==> src/rtl/mux_nto1_pipe.sv <==
// N-input, WIDTH-bit registered selector with valid/ready handshake and a 2-entry skid buffer.
// Optional feature: define MUX_PARITY_EN to add the out_parity port and its storage.
module mux_nto1_pipe #(
    parameter int N     = 4,
    parameter int WIDTH = 32,
    parameter int SELW  = 2
) (
    input  logic               clk,
    input  logic               rst,
    input  logic [SELW-1:0]    sel,
    input  logic [N*WIDTH-1:0] din,
    input  logic               in_valid,
    output logic               in_ready,
    output logic [WIDTH-1:0]   muxout,
    output logic               out_err,
    output logic               out_valid,
    input  logic               out_ready
`ifdef MUX_PARITY_EN
    ,
    output logic               out_parity
`endif
);

    typedef enum logic [1:0] {
        EMPTY = 2'd0,
        ONE   = 2'd1,
        FULL  = 2'd2
    } state_t;

    state_t r_state;
    state_t w_next_state;

    logic [WIDTH-1:0] w_sel_word;
    logic             w_sel_err;
    logic             w_accept;
    logic             w_xfer;
    logic             w_load_out_in;
    logic             w_load_out_skid;
    logic             w_load_skid;

    logic [WIDTH-1:0] r_muxout;
    logic             r_out_err;
    logic [WIDTH-1:0] r_skid_word;
    logic             r_skid_err;

    // Word and error flag are decided together from the same sel sample.
    // NOTE: every always_comb output gets a default first so no latch is inferred.
    always_comb begin
        w_sel_word = '0;
        w_sel_err  = 1'b1;
        for (int k = 0; k < N; k++) begin
            if (sel == SELW'(k)) begin
                w_sel_word = din[k*WIDTH +: WIDTH];
                w_sel_err  = 1'b0;
            end
        end
    end

    assign w_accept  = in_valid & in_ready;
    assign w_xfer    = out_valid & out_ready;
    assign in_ready  = (r_state != FULL);
    assign out_valid = (r_state != EMPTY);

    // NOTE: state is a flop, so it uses non-blocking assignment only.
    always_ff @(posedge clk) begin
        if (rst) begin
            r_state <= EMPTY;
        end else begin
            r_state <= w_next_state;
        end
    end

    always_comb begin
        w_next_state    = r_state;
        w_load_out_in   = 1'b0;
        w_load_out_skid = 1'b0;
        w_load_skid     = 1'b0;
        unique case (r_state)
            EMPTY: begin
                if (w_accept) begin
                    w_load_out_in = 1'b1;
                    w_next_state  = ONE;
                end
            end
            ONE: begin
                if (w_accept && w_xfer) begin
                    w_load_out_in = 1'b1;
                end else if (w_accept) begin
                    w_load_skid  = 1'b1;
                    w_next_state = FULL;
                end else if (w_xfer) begin
                    w_next_state = EMPTY;
                end
            end
            FULL: begin
                if (w_xfer) begin
                    w_load_out_skid = 1'b1;
                    w_next_state    = ONE;
                end
            end
            default: w_next_state = EMPTY;
        endcase
    end

    // NOTE: the skid entry is reset too, so a discarded word can never resurface.
    always_ff @(posedge clk) begin
        if (rst) begin
            r_muxout    <= '0;
            r_out_err   <= 1'b0;
            r_skid_word <= '0;
            r_skid_err  <= 1'b0;
        end else begin
            if (w_load_out_in) begin
                r_muxout  <= w_sel_word;
                r_out_err <= w_sel_err;
            end else if (w_load_out_skid) begin
                r_muxout  <= r_skid_word;
                r_out_err <= r_skid_err;
            end
            if (w_load_skid) begin
                r_skid_word <= w_sel_word;
                r_skid_err  <= w_sel_err;
            end
        end
    end

    assign muxout  = r_muxout;
    assign out_err = r_out_err;

`ifdef MUX_PARITY_EN
    logic w_sel_parity;
    logic r_out_parity;
    logic r_skid_parity;

    assign w_sel_parity = ^w_sel_word;

    // Parity travels with its word through the same load paths as the data.
    always_ff @(posedge clk) begin
        if (rst) begin
            r_out_parity  <= 1'b0;
            r_skid_parity <= 1'b0;
        end else begin
            if (w_load_out_in) begin
                r_out_parity <= w_sel_parity;
            end else if (w_load_out_skid) begin
                r_out_parity <= r_skid_parity;
            end
            if (w_load_skid) begin
                r_skid_parity <= w_sel_parity;
            end
        end
    end

    assign out_parity = r_out_parity;
`endif

endmodule

==> config.mk <==
export PLATFORM = sky130hd
export DESIGN_NAME = mux_nto1_pipe
export DESIGN_NICKNAME = d
export VERILOG_FILES = /design/src/rtl/mux_nto1_pipe.sv
export SDC_FILE = /design/constraint.sdc
export NUM_CORES = 1
export LEC_CHECK = 0
export ABC_CLOCK_PERIOD_IN_PS = 4900
export CORE_UTILIZATION = 35
export DETAILED_ROUTE_END_ITERATION = 16
export GPL_TIMING_DRIVEN = 0
export PLACE_DENSITY_LB_ADDON = 0.25
export SYNTH_ARGS = -nofsm -noshare
export SYNTH_HDL_FRONTEND = slang
export SYNTH_SLANG_ARGS = --single-unit
==> constraint.sdc <==
create_clock -name clk -period 4.9 [get_ports clk]
set_clock_uncertainty 0.2 [all_clocks]
set_input_delay 0.49 -clock clk [delete_from_list [all_inputs] [get_ports clk]]
set_output_delay 0.49 -clock clk [all_outputs]
set_load 0.1 [all_outputs]
# Yosys cells after proc, flatten, opt, wreduce, memory -nomap -nowiden
# Index checks and enable logic that the tools add are counted.
word_totals:
  register_bits: 68
  word_cells: 48
classes:
  n_eq_ne: 10
  bitwise: 2
  mux: 25
  n_reduce_logical: 6
op_table:
  columns: ["operator", "count"]
  rows:
  - ["two-way mux 32 bit", 6]
  - ["two-way mux 1 bit", 12]
  - ["two-way mux 2 bit", 5]
  - ["inequality test 2 bit (second input constant)", 4]
  - ["== test 2 bit (second input constant)", 3]
  - ["case mux 2 bit (3 select lines)", 1]
  - ["== test 2 x 1 -> 1 bit (second input constant)", 2]
  - ["logical NOT 2 bit", 2]
  - ["AND reduction 4 bit", 1]
  - ["nonzero test 2 bit", 2]
  - ["inequality test 3 bit (second input constant)", 1]
  - ["bitwise AND 1 bit", 2]
  - ["case mux 1 bit (2 select lines)", 1]
  - ["logical AND 1 bit", 1]

# Depth between registers and ports, before layout
depth:
  word_depth: 6
  depth_mapped: 6
  depth_no_buf: 3

# Worst setup path after synthesis
# Ideal clock, no wire load.
synth_path:
  kind: "register -> output"
  startpoint: "register r_state[0]"
  endpoint: "output port in_ready"
  slack_ns: 3.017
  arrival_time_ns: 1.193
  path_stages_with_launch: 2
  n_path_buf: 0
  path_cell_list: "dfxtp_1 -> nand2b_1"
synth_via:
  elab_chain_cells: 1
synth_lines:
  columns: ["item", "line_no", "text"]
  rows:
  - ["start, declared", "30", "state_t r_state;"]
  - ["start signal, assigned", "69", "r_state <= w_next_state;"]
  - ["inequality test 2 bit", "61", "assign in_ready = (r_state != FULL);"]
  - ["end, declared", "13", "output logic in_ready,"]
# Every way passes these cells.

# Final worst setup path
# Ends and elaborated chain as after synthesis.

==> results.json <==
{
  "ys_top_cells_by_count": "dfxtp_1, nand2_1, a211oi_1, a21oi_1",
  "synth_edf_count": 0,
  "min_period_ps": 2800,
  "synthCells": 381,
  "antenna_left": 0,
  "outcome": "finished, final reports clean",
  "drc": 0,
  "required_ps": 4210,
  "fp.dieW_um": 106,
  "endpoint_kind": "output port",
  "synth_area_leader_cell": "dfxtp_1",
  "tightest_slew_ps": 1020,
  "rsz0062_at_grt": "no",
  "cts.clk_slew.worst_paths_ps": 70,
  "initial_core_util_pct": 36.4,
  "cts_tree": "built",
  "max_stage_delay_ps": 1130,
  "regArea_um2": 1360,
  "rows": 37,
  "synth_top_family_by_area": "multiplexers",
  "start_kind": "flip-flop",
  "finish.net_count": 691,
  "grt_pass1_vias": 3851,
  "drt-met1-wl_um": 5120,
  "timing.max_cap.violations": 0,
  "slowest_stage": "clkdlybuf4s50_1",
  "powerDensity_nw_per_um2": 281,
  "post_drt_wl_per_cell_um": 17.4,
  "yosysWarnings": 0,
  "ys_top_cells_by_area": "dfxtp_1, mux4_1, nand2_1",
  "vdd_ir_drop_max_uv": 136,
  "cp.arrival_ps": 2110,
  "dp_hpwl_um": 9680,
  "wl_met3_um": 845,
  "antenna_found_initial": 0,
  "fmax_ghz": 0.357,
  "clkSinkCount": 68,
  "async_flop_share_pct": 0,
  "grt_pass1_wl_um": 19200,
  "place_congestion": 0.795,
  "wl_met2_um": 5920,
  "cts_htree_levels": 3,
  "finalSetupViolCount": 0,
  "fin_crit_sh_pct": 57.2,
  "cts_hold_buf": 0,
  "grtUsageTotal_pct": 22.0,
  "yosys.cell_count.top_type": "dfxtp_1",
  "crit_buf_inv": 1,
  "min_to": "r_skid_word[13]$_SDFFE_PP0P_",
  "yosysTopAreaCellShare_pct": 35.9,
  "io_buffers": 165,
  "wirelength_um": 12100,
  "multiInputGateArea_um2": 2170,
  "layout.cells.non_filler": 697,
  "diodes": 0,
  "syn_avg_cell_area_um2": 9.96,
  "drtIter0Drc": 147,
  "die_h_um": 106,
  "ys.flop_type": "dfxtp_1",
  "synthSimpleGateAreaFrac_pct": 13.5,
  "slew_headroom_pct": 31.6,
  "syn_nets": 515,
  "worstReg2RegEnd": "muxout[26]$_SDFFE_PP0P_",
  "drive_above_1_share_pct": 10.3,
  "grt_max_degree": 12,
  "synth-xor-area-share_pct": 0,
  "clock_path_buffers": 2,
  "synth_compound_area_share_pct": 18.8,
  "syn_to_final_growth_pct": 53.0,
  "die_area_um2": 11300,
  "synth_area_um2": 3790,
  "postCtsResizedCells": 0,
  "slew_violations": 0,
  "fill_cells": 938,
  "via_count": 3754,
  "rrSetupSlack_ps": 3060,
  "r2r-start": "r_state[1]$_SDFFE_PP0P_",
  "placedCellCount": 682,
  "hp-class": "flip-flop to flip-flop",
  "post-cts-setup-buffers": 0,
  "worstPathMaxFanout": 9,
  "synth_mux_area_share_pct": 24.9,
  "synth.distinct_cells": 30,
  "yosysSeqAreaShare_pct": 35.9,
  "fin_tns_setup_ps": 0,
  "hold_start": "r_skid_word[13]$_SDFFE_PP0P_",
  "grt_overflow": 0,
  "cts_buffers": 9,
  "routed.top_layer": "met4",
  "insertion_delay_ps": 340,
  "finalHoldViolCount": 0,
  "drt_pass1_iterations": 4,
  "ys_ff_latch": 68,
  "cts_root_buf": "clkbuf_8",
  "path_class": "flip-flop to output port",
  "synth_fa_ha_area_share_pct": 0,
  "path_cells": "nand2b_1 > clkdlybuf4s50_1",
  "cp_top_family": "buffers and inverters",
  "core_um2": 10400,
  "via_per_inst": 5.39,
  "p_leak_nw": 2.12,
  "io_pins": 169,
  "reg2reg_depth": 5,
  "hold_path_depth": 2
}
kinds of logic (layout without fill, tap and decap cells):
family | after synthesis | after routing
DFF | 68 | 68
buffers and inverters | 46 | 226
and+or+nand+nor | 112 | 112
muxes | 46 | 46
AOI/OAI and AO/OA | 109 | 109
cell usage in the layout (no fill, tap or decap), types with 12 or more instances in the layout:
cell,instances
a211oi_1,33
nand3_1,20
nor3_1,12
dfxtp_1,68
clkdlybuf4s50_1,165
mux2i_1,13
buf_2,18
a311oi_1,19
mux4_1,21
nand2_1,67
o21ai_0,21
clkbuf_1,17
a21oi_1,33
stage by stage:
stage	area (um^2)	setup WS (ps)	hold WS (ps)	power, mW	util (%)
global placement	5620	2480	239	1.19	53.9
detailed placement	5620	2440	243	1.19	53.9
finish	5810	2100	254	1.63	55.7
global route	5810	2030	269	1.69	55.7
CTS	5810	2080	255	1.64	55.7
floorplan	3790	3020	233	0.983	-
worst reg2reg max path, stage by stage (launching register included):
cell      delay (ps)
dfxtp_1          330
buf_6            130
nand2b_1         230
clkbuf_1         440
nor3_1           160
a211oi_1         270
worst max-delay path by stage:
stage                            startpoint                      end  slack, ps  depth (start not counted)
floorplan           r_state[0]$_SDFFE_PP0P_                 in_ready       3020                          1
global placement                     sel[1]  muxout[18]$_SDFFE_PP0P_       2480                          5
detailed placement                   sel[1]  muxout[26]$_SDFFE_PP0P_       2440                          5
CTS                 r_state[0]$_SDFFE_PP0P_                 in_ready       2080                          2
global route        r_state[0]$_SDFFE_PP0P_                 in_ready       2030                          2
finish              r_state[0]$_SDFFE_PP0P_                 in_ready       2100                          2
power by group:
group          switching [mW]  leakage, nW  internal, mW
clock                   0.208       0.0979         0.243
combinational           0.342         1.47         0.230
sequential             0.0204        0.557         0.588
total                   0.571         2.12          1.06
metal layers:
metal / vias up / GRT usage, %
li1: 1820 / -
met5: - / 0
met4: 0 / 8.13
met2: 148 / 37.6
met3: 20 / 5.52
met1: 1766 / 26.6
area by class of cell:
type / count / share of cell area, %
Timing Repair Buffer: 165 / 28.4
Clock buffer: 10 / 2.37
Buffer: 45 / 4.46
Multi-Input combinational cell: 267 / 37.4
Tap cell: 136 / 2.93
Clock inverter: 5 / 0.905
Sequential cell: 68 / 23.4
Inverter: 1 / 0.0647
registers in the layout, summed over array words and instances (netlist names):
register     count
muxout          32
r_state          2
r_skid_word     32
r_skid_err       1
out_err          1
Power figures use the tool's default switching activity.
==> edit 1, RTL diff (config.mk and constraints unchanged) <==
Build with the macro `MUX_PARITY_EN` defined.
--- a/src/rtl/mux_nto1_pipe.sv
+++ b/src/rtl/mux_nto1_pipe.sv
@@ -1,4 +1,6 @@
 // N-input, WIDTH-bit registered selector with valid/ready handshake and a 2-entry skid buffer.
 // Optional feature: define MUX_PARITY_EN to add the out_parity port and its storage.
+`define MUX_PARITY_EN
+
 module mux_nto1_pipe #(
     parameter int N     = 4,
Check against the original RTL (old outputs only; new: out_parity): equivalent (equiv_simple and equiv_induct, registers matched by name and starting in step).
==> edit 1 against the original RTL <==
  * Sequential cell count is 2 higher
  * Core utilization fell by 0.61 points
  * Via count is 4.6% higher
  * Wire length increased by 5.1%
  * Total power grew 19%
  * Global-route usage up 0.54 points
  * Clock power rose by 27%
  * Synthesized area grew 2.4%
  * Sequential power increased by 3%
  * Setup slack lost 0.68 ns
  * Cell area up 2.9%
  * First-iteration DRC count grew 52%
  * Sequential share of layout area hardly changed
  * Die area is 2.3% higher
  * Critical path type unchanged
  * Highest routed layer unchanged
==> edit 1: results (changes against the original RTL) <==
- Outcome: finished, final reports clean
- PortBufs: 167 (+1.2%)
- H-tree depth: 3 (unchanged)
- Worst reg2reg path depth: 6 (+1)
- Reg clk slew, reported paths: 0.08 ns
- Inserted Clock Buffers: 9 (unchanged)
- CP max stage delay: 0.98 ns (-0.15 ns)
- Worst-Margin Slew: 0.997 ns (-0.0260 ns)
- Seq/Total Area, Yosys: 36.1% (+0.20 points)
- Area contributors post-synth: dfxtp_1 (36%), mux4_2 (18%), nand2_1 (9.7%)
- Clk_lat worst skew: 0.35 ns
- First-pass DRT Iterations: 4 (unchanged)
- Peak supply drop: 0.176 mV (+29%)
- Worst R2R Setup Slack: 2.69 ns (-0.37 ns)
- Hold depth: 3 (+1)
- Worst-path fanout max: 10 (+1)
- Synthesized Nets: 558 (+8.3%)
- Register area: 1400 um^2 (+2.9%)
- Cell Area, Placed: 5730 um^2 (+2.0%)
- Largest net degree at the start of global routing: 14 (+2)
- Setup WS pre-CTS: 1.57 ns (-0.872 ns)
- Antenna cells: 0 (unchanged)
- Worst Hold Class: input port to register
- Post-CTS sizing: 0 (unchanged)
- Crit-path slowest cell: clkdlybuf4s50_1
- LEAKAGE: 0.00205 uW (-3.5%)
- Clock buffer depth: 2 (unchanged)
- Layout Nets: 736 (+6.5%)
- Worst path top cell family by delay: buffers and inverters
- Yosys warns: 0 (unchanged)
- Synth async-reset ratio: 0% (unchanged)
- Final GP Congestion: 0.816 (+2.6%)
- Antenna violations before repair: 0 (unchanged)
- Arrival time at the worst endpoint: 2.79 ns (+0.68 ns)
- Vias in the first global route: 4031 (+4.7%)
- Internal power: 1250 uW (+18%)
- Number of setup buffers added after CTS: 0 (unchanged)
- Clock root buffer: clkbuf_8
- Share of cells above drive strength 1: 10.4% (+0.040 points)
- Total GRT Usage: 22.6% (+0.54 points)
- Commonest cells post-synth: nand2_1 (100), dfxtp_1 (70), nor2_1 (37)
- Primary FF master, synth: dfxtp_1
- Count of cell types in the netlist: 28 (-6.7%)
- First-pass GRT wire length: 19.9 mm (+3.7%)
- Vias per cell: 5.26 (-2.4%)
- Drt initial violations: 224 (+52%)
- Layout fillers: 988 (+5.3%)
- Hpwl dp: 9.64 mm (-0.49%)
- Avg WL per Cell: 17.1 um (-1.9%)
- Fmax: 287 MHz (-19%)
## edit 1: final timing paths
| kind | endpoint | start |
|---|---|---|
| hold reg to reg | r_skid_word[19] | r_skid_word[19] |
| setup / recovery | in_ready | r_state[1] |
| hold / removal | out_parity | rst |
| setup reg to reg | muxout[11] | r_state[1] |
## edit 1: area by class of cell
class	count	area share [%]
Clock buffer	9	2.07
Tap cell	140	2.93
Buffer	39	3.62
Clock inverter	7	2.03
Inverter	1	0.0628
Multi-Input combinational cell	314	37.9
Sequential cell	70	23.5
Timing Repair Buffer	167	28.0
## edit 1: cells by family after synthesis
family / Yosys count / synth area share (%)
AO/OA/AOI/OAI: 71 / 12.6
XOR/XNOR: 31 / 7.76
buffers and inverters: 40 / 5.67
flip-flops: 70 / 36.1
multiplexers: 33 / 18.9
AND/OR/NAND/NOR: 179 / 18.9
## edit 1: tightest hold or removal path, delay by kind of cell
family | cells | cell delay (ns)
buffers and inverters | 1 | 0.10
AOI/OAI and AO/OA | 2 | 0.12
## edit 1: power groups by stage
stage	Sequential (uW)	Clock, uW	Combinational (uW)
2_1_floorplan	836	0	314
6_report	627	575	741
3_5_place_dp	640	0	742
5_1_grt	631	606	779
4_1_cts	627	582	744
3_3_place_gp	639	0	731
## edit 1: per-layer routing
metal | global-route usage [%] | up-vias | share of wire [%] | wire length (um)
met4 | 8.12 | 0 | 0.97 | 123
li1 | - | 1871 | - | -
met5 | 0 | - | 0 | 0
met1 | 28.4 | 1875 | 43 | 5420
met2 | 38.3 | 171 | 49 | 6240
met3 | 4.30 | 11 | 7.6 | 965
## edit 1: per-stage QoR
stage,hold WS [ns],power (uW),std cells
after floorplan,0.237,1150,424
after global placement,0.243,1370,731
after detailed placement,0.251,1380,731
after CTS,0.190,1950,747
after global routing,0.197,2020,747
final,0.195,1940,747
==> edit 2, RTL diff (same flow settings) <==
Without the edit above. Re-encode `state_t` (3 states) as one-hot, 3 bits wide.
--- a/src/rtl/mux_nto1_pipe.sv
+++ b/src/rtl/mux_nto1_pipe.sv
@@ -22,8 +22,8 @@
 );
 
-    typedef enum logic [1:0] {
-        EMPTY = 2'd0,
-        ONE   = 2'd1,
-        FULL  = 2'd2
+    typedef enum logic [2:0] {
+        EMPTY = 3'b001,
+        ONE   = 3'b010,
+        FULL  = 3'b100
     } state_t;
 
Function: no difference found for any inputs over 4 cycles, from zero or initial values and one cycle with rst high; so few cycles prove little.
==> edit 2 against the original RTL <==
  * First-iteration DRC count shrank 56%
  * Synthesized area is 5.3% lower
  * Total power is 2.6% lower
  * Cell area fell by 3.3%
  * Critical endpoint is now out_valid
  * Setup slack lost 0.15 ns
  * Wire length fell by 13%
  * Sequential cell count increased by 1
  * Highest routed layer unchanged
  * Largest cell class unchanged
  * Synthesized cell count down 7.3%
==> edit 2: results (changes against the original RTL) <==
- Synthesized Nets: 487 (-5.4%)
- Clock sinks: 69 (+1.5%)
- Total GRT Usage: 20.1% (-1.9 points)
- LEAKAGE: 0.00190 uW (-11%)
- Tightest hold margin: 0.256 ns (+0.00206 ns)
- Arrival time at the worst endpoint: 2.26 ns (+0.15 ns)
- Fraction of area in multi-input gates: 35.4% (-2.0 points)
- # Taps: 133 (-2.2%)
- First-pass GRT wire length: 16.2 mm (-16%)
- Peak supply drop: 0.112 mV (-18%)
- WHS Endpoint: r_skid_word[31]
- Outcome: finished, final reports clean
- Met1 Wirelength: 4.33 mm (-15%)
- Avg WL per Cell: 15.7 um (-9.7%)
- Share of cells above drive strength 1: 13.3% (+2.9 points)
- Commonest cells post-synth: dfxtp_1 (69), nand2_1 (65), nor2_1 (35)
- Worst-Margin Slew: 1.01 ns (-0.0112 ns)
- Via count: 3400 (-9.4%)
- Cell Area, Placed: 5420 um^2 (-3.5%)
- PortBufs: 166 (+0.61%)
- Met2 GRT Util: 37.5% (-0.077 points)
- Final-layout clock-cell area share: 3.43% (+0.16 points)
- Area contributors post-synth: dfxtp_1 (38%), mux4_2 (20%), mux2i_1 (8.9%)
- Signal buf overhead: 33.6% (+0.71 points)
- # clk buffers: 12 (+2)
- Final GP Congestion: 0.791 (-0.50%)
- Multi-input gate count: 251 (-6.0%)
- Synthesized area per cell: 10.2 um^2 (+2.2%)
- Drt initial violations: 65 (-56%)
- WL met2: 5.49 mm (-7.3%)
- Worst R2R End: muxout[28]
- XOR/XNOR Fraction of Synth Area: 0.244% (+0.24 points)
- Hpwl dp: 7.94 mm (-18%)
- Layout Nets: 664 (-3.9%)
- Mux contribution to synthesized area: 29.3% (+4.4 points)
- EDFF count, synth: 0 (unchanged)
- Worst R2R Setup Slack: 3.01 ns (-0.05 ns)
- Dpl cells: 652 (-4.4%)
- Seq/Total Area, Yosys: 38.5% (+2.6 points)
- GR Layer Usage met3: 4.03% (-1.5 points)
- Seq area share: 24.6% (+1.2 points)
- HP Start: r_skid_word[31]
- First-pass DRT Iterations: 4 (unchanged)
- Met3 WL: 579 um (-31%)
- Compound-Gate Fraction of Synth Area: 12.4% (-6.4 points)
- Layout fillers: 873 (-6.9%)
- Met1 Usage GRT: 23.4% (-3.2 points)
- Reg clk slew, reported paths: 0.07 ns (about the same)
- Setup WS pre-CTS: 2.33 ns (-0.111 ns)
- Worst-path fanout max: 8 (-1)
- Non-Filler Instances: 668 (-4.2%)
- Worst Hold Class: register to register
- Register area: 1380 um^2 (+1.5%)
- Count of cell types in the netlist: 29 (-3.3%)
- Signal buffers: 199 (-5.2%)
- Non-clk invs: 0 (-1)
-- edit 2: cell count changes in the layout (fill, tap and decap cells not counted), sizes merged, moves of 2 or more --
cell	delta
mux2i	+19
buf	-6
clkbuf	-4
o21ai	-21
nand2	-2
nor2	+35
a311oi	-20
nor3	-12
nand3	-19
-- edit 2: power by group --
part           switching (uW)  total [uW]  internal (uW)
Combinational             312         526            214
Clock                     208         456            248
Sequential               16.8         607            590
-- edit 2: worst max-delay path by stage --
stage	startpoint	endpoint	slack (ns)	cells past startpoint
finish	r_state[1]	out_valid	1.95	3
global route	r_state[1]	out_valid	1.89	3
CTS	r_state[1]	out_valid	1.96	3
detailed placement	r_state[1]	out_valid	2.33	3
global placement	r_state[1]	out_valid	2.35	3
floorplan	r_state[0]	in_ready	3.03	1
-- edit 2: worst reg2reg max path, stage by stage (launching register included) --
cell and delay (ns):
dfxtp_1 0.45, nand2b_1 0.22, a21o_2 0.16, clkbuf_1 0.46, nor2_1 0.08, a211oi_1 0.23
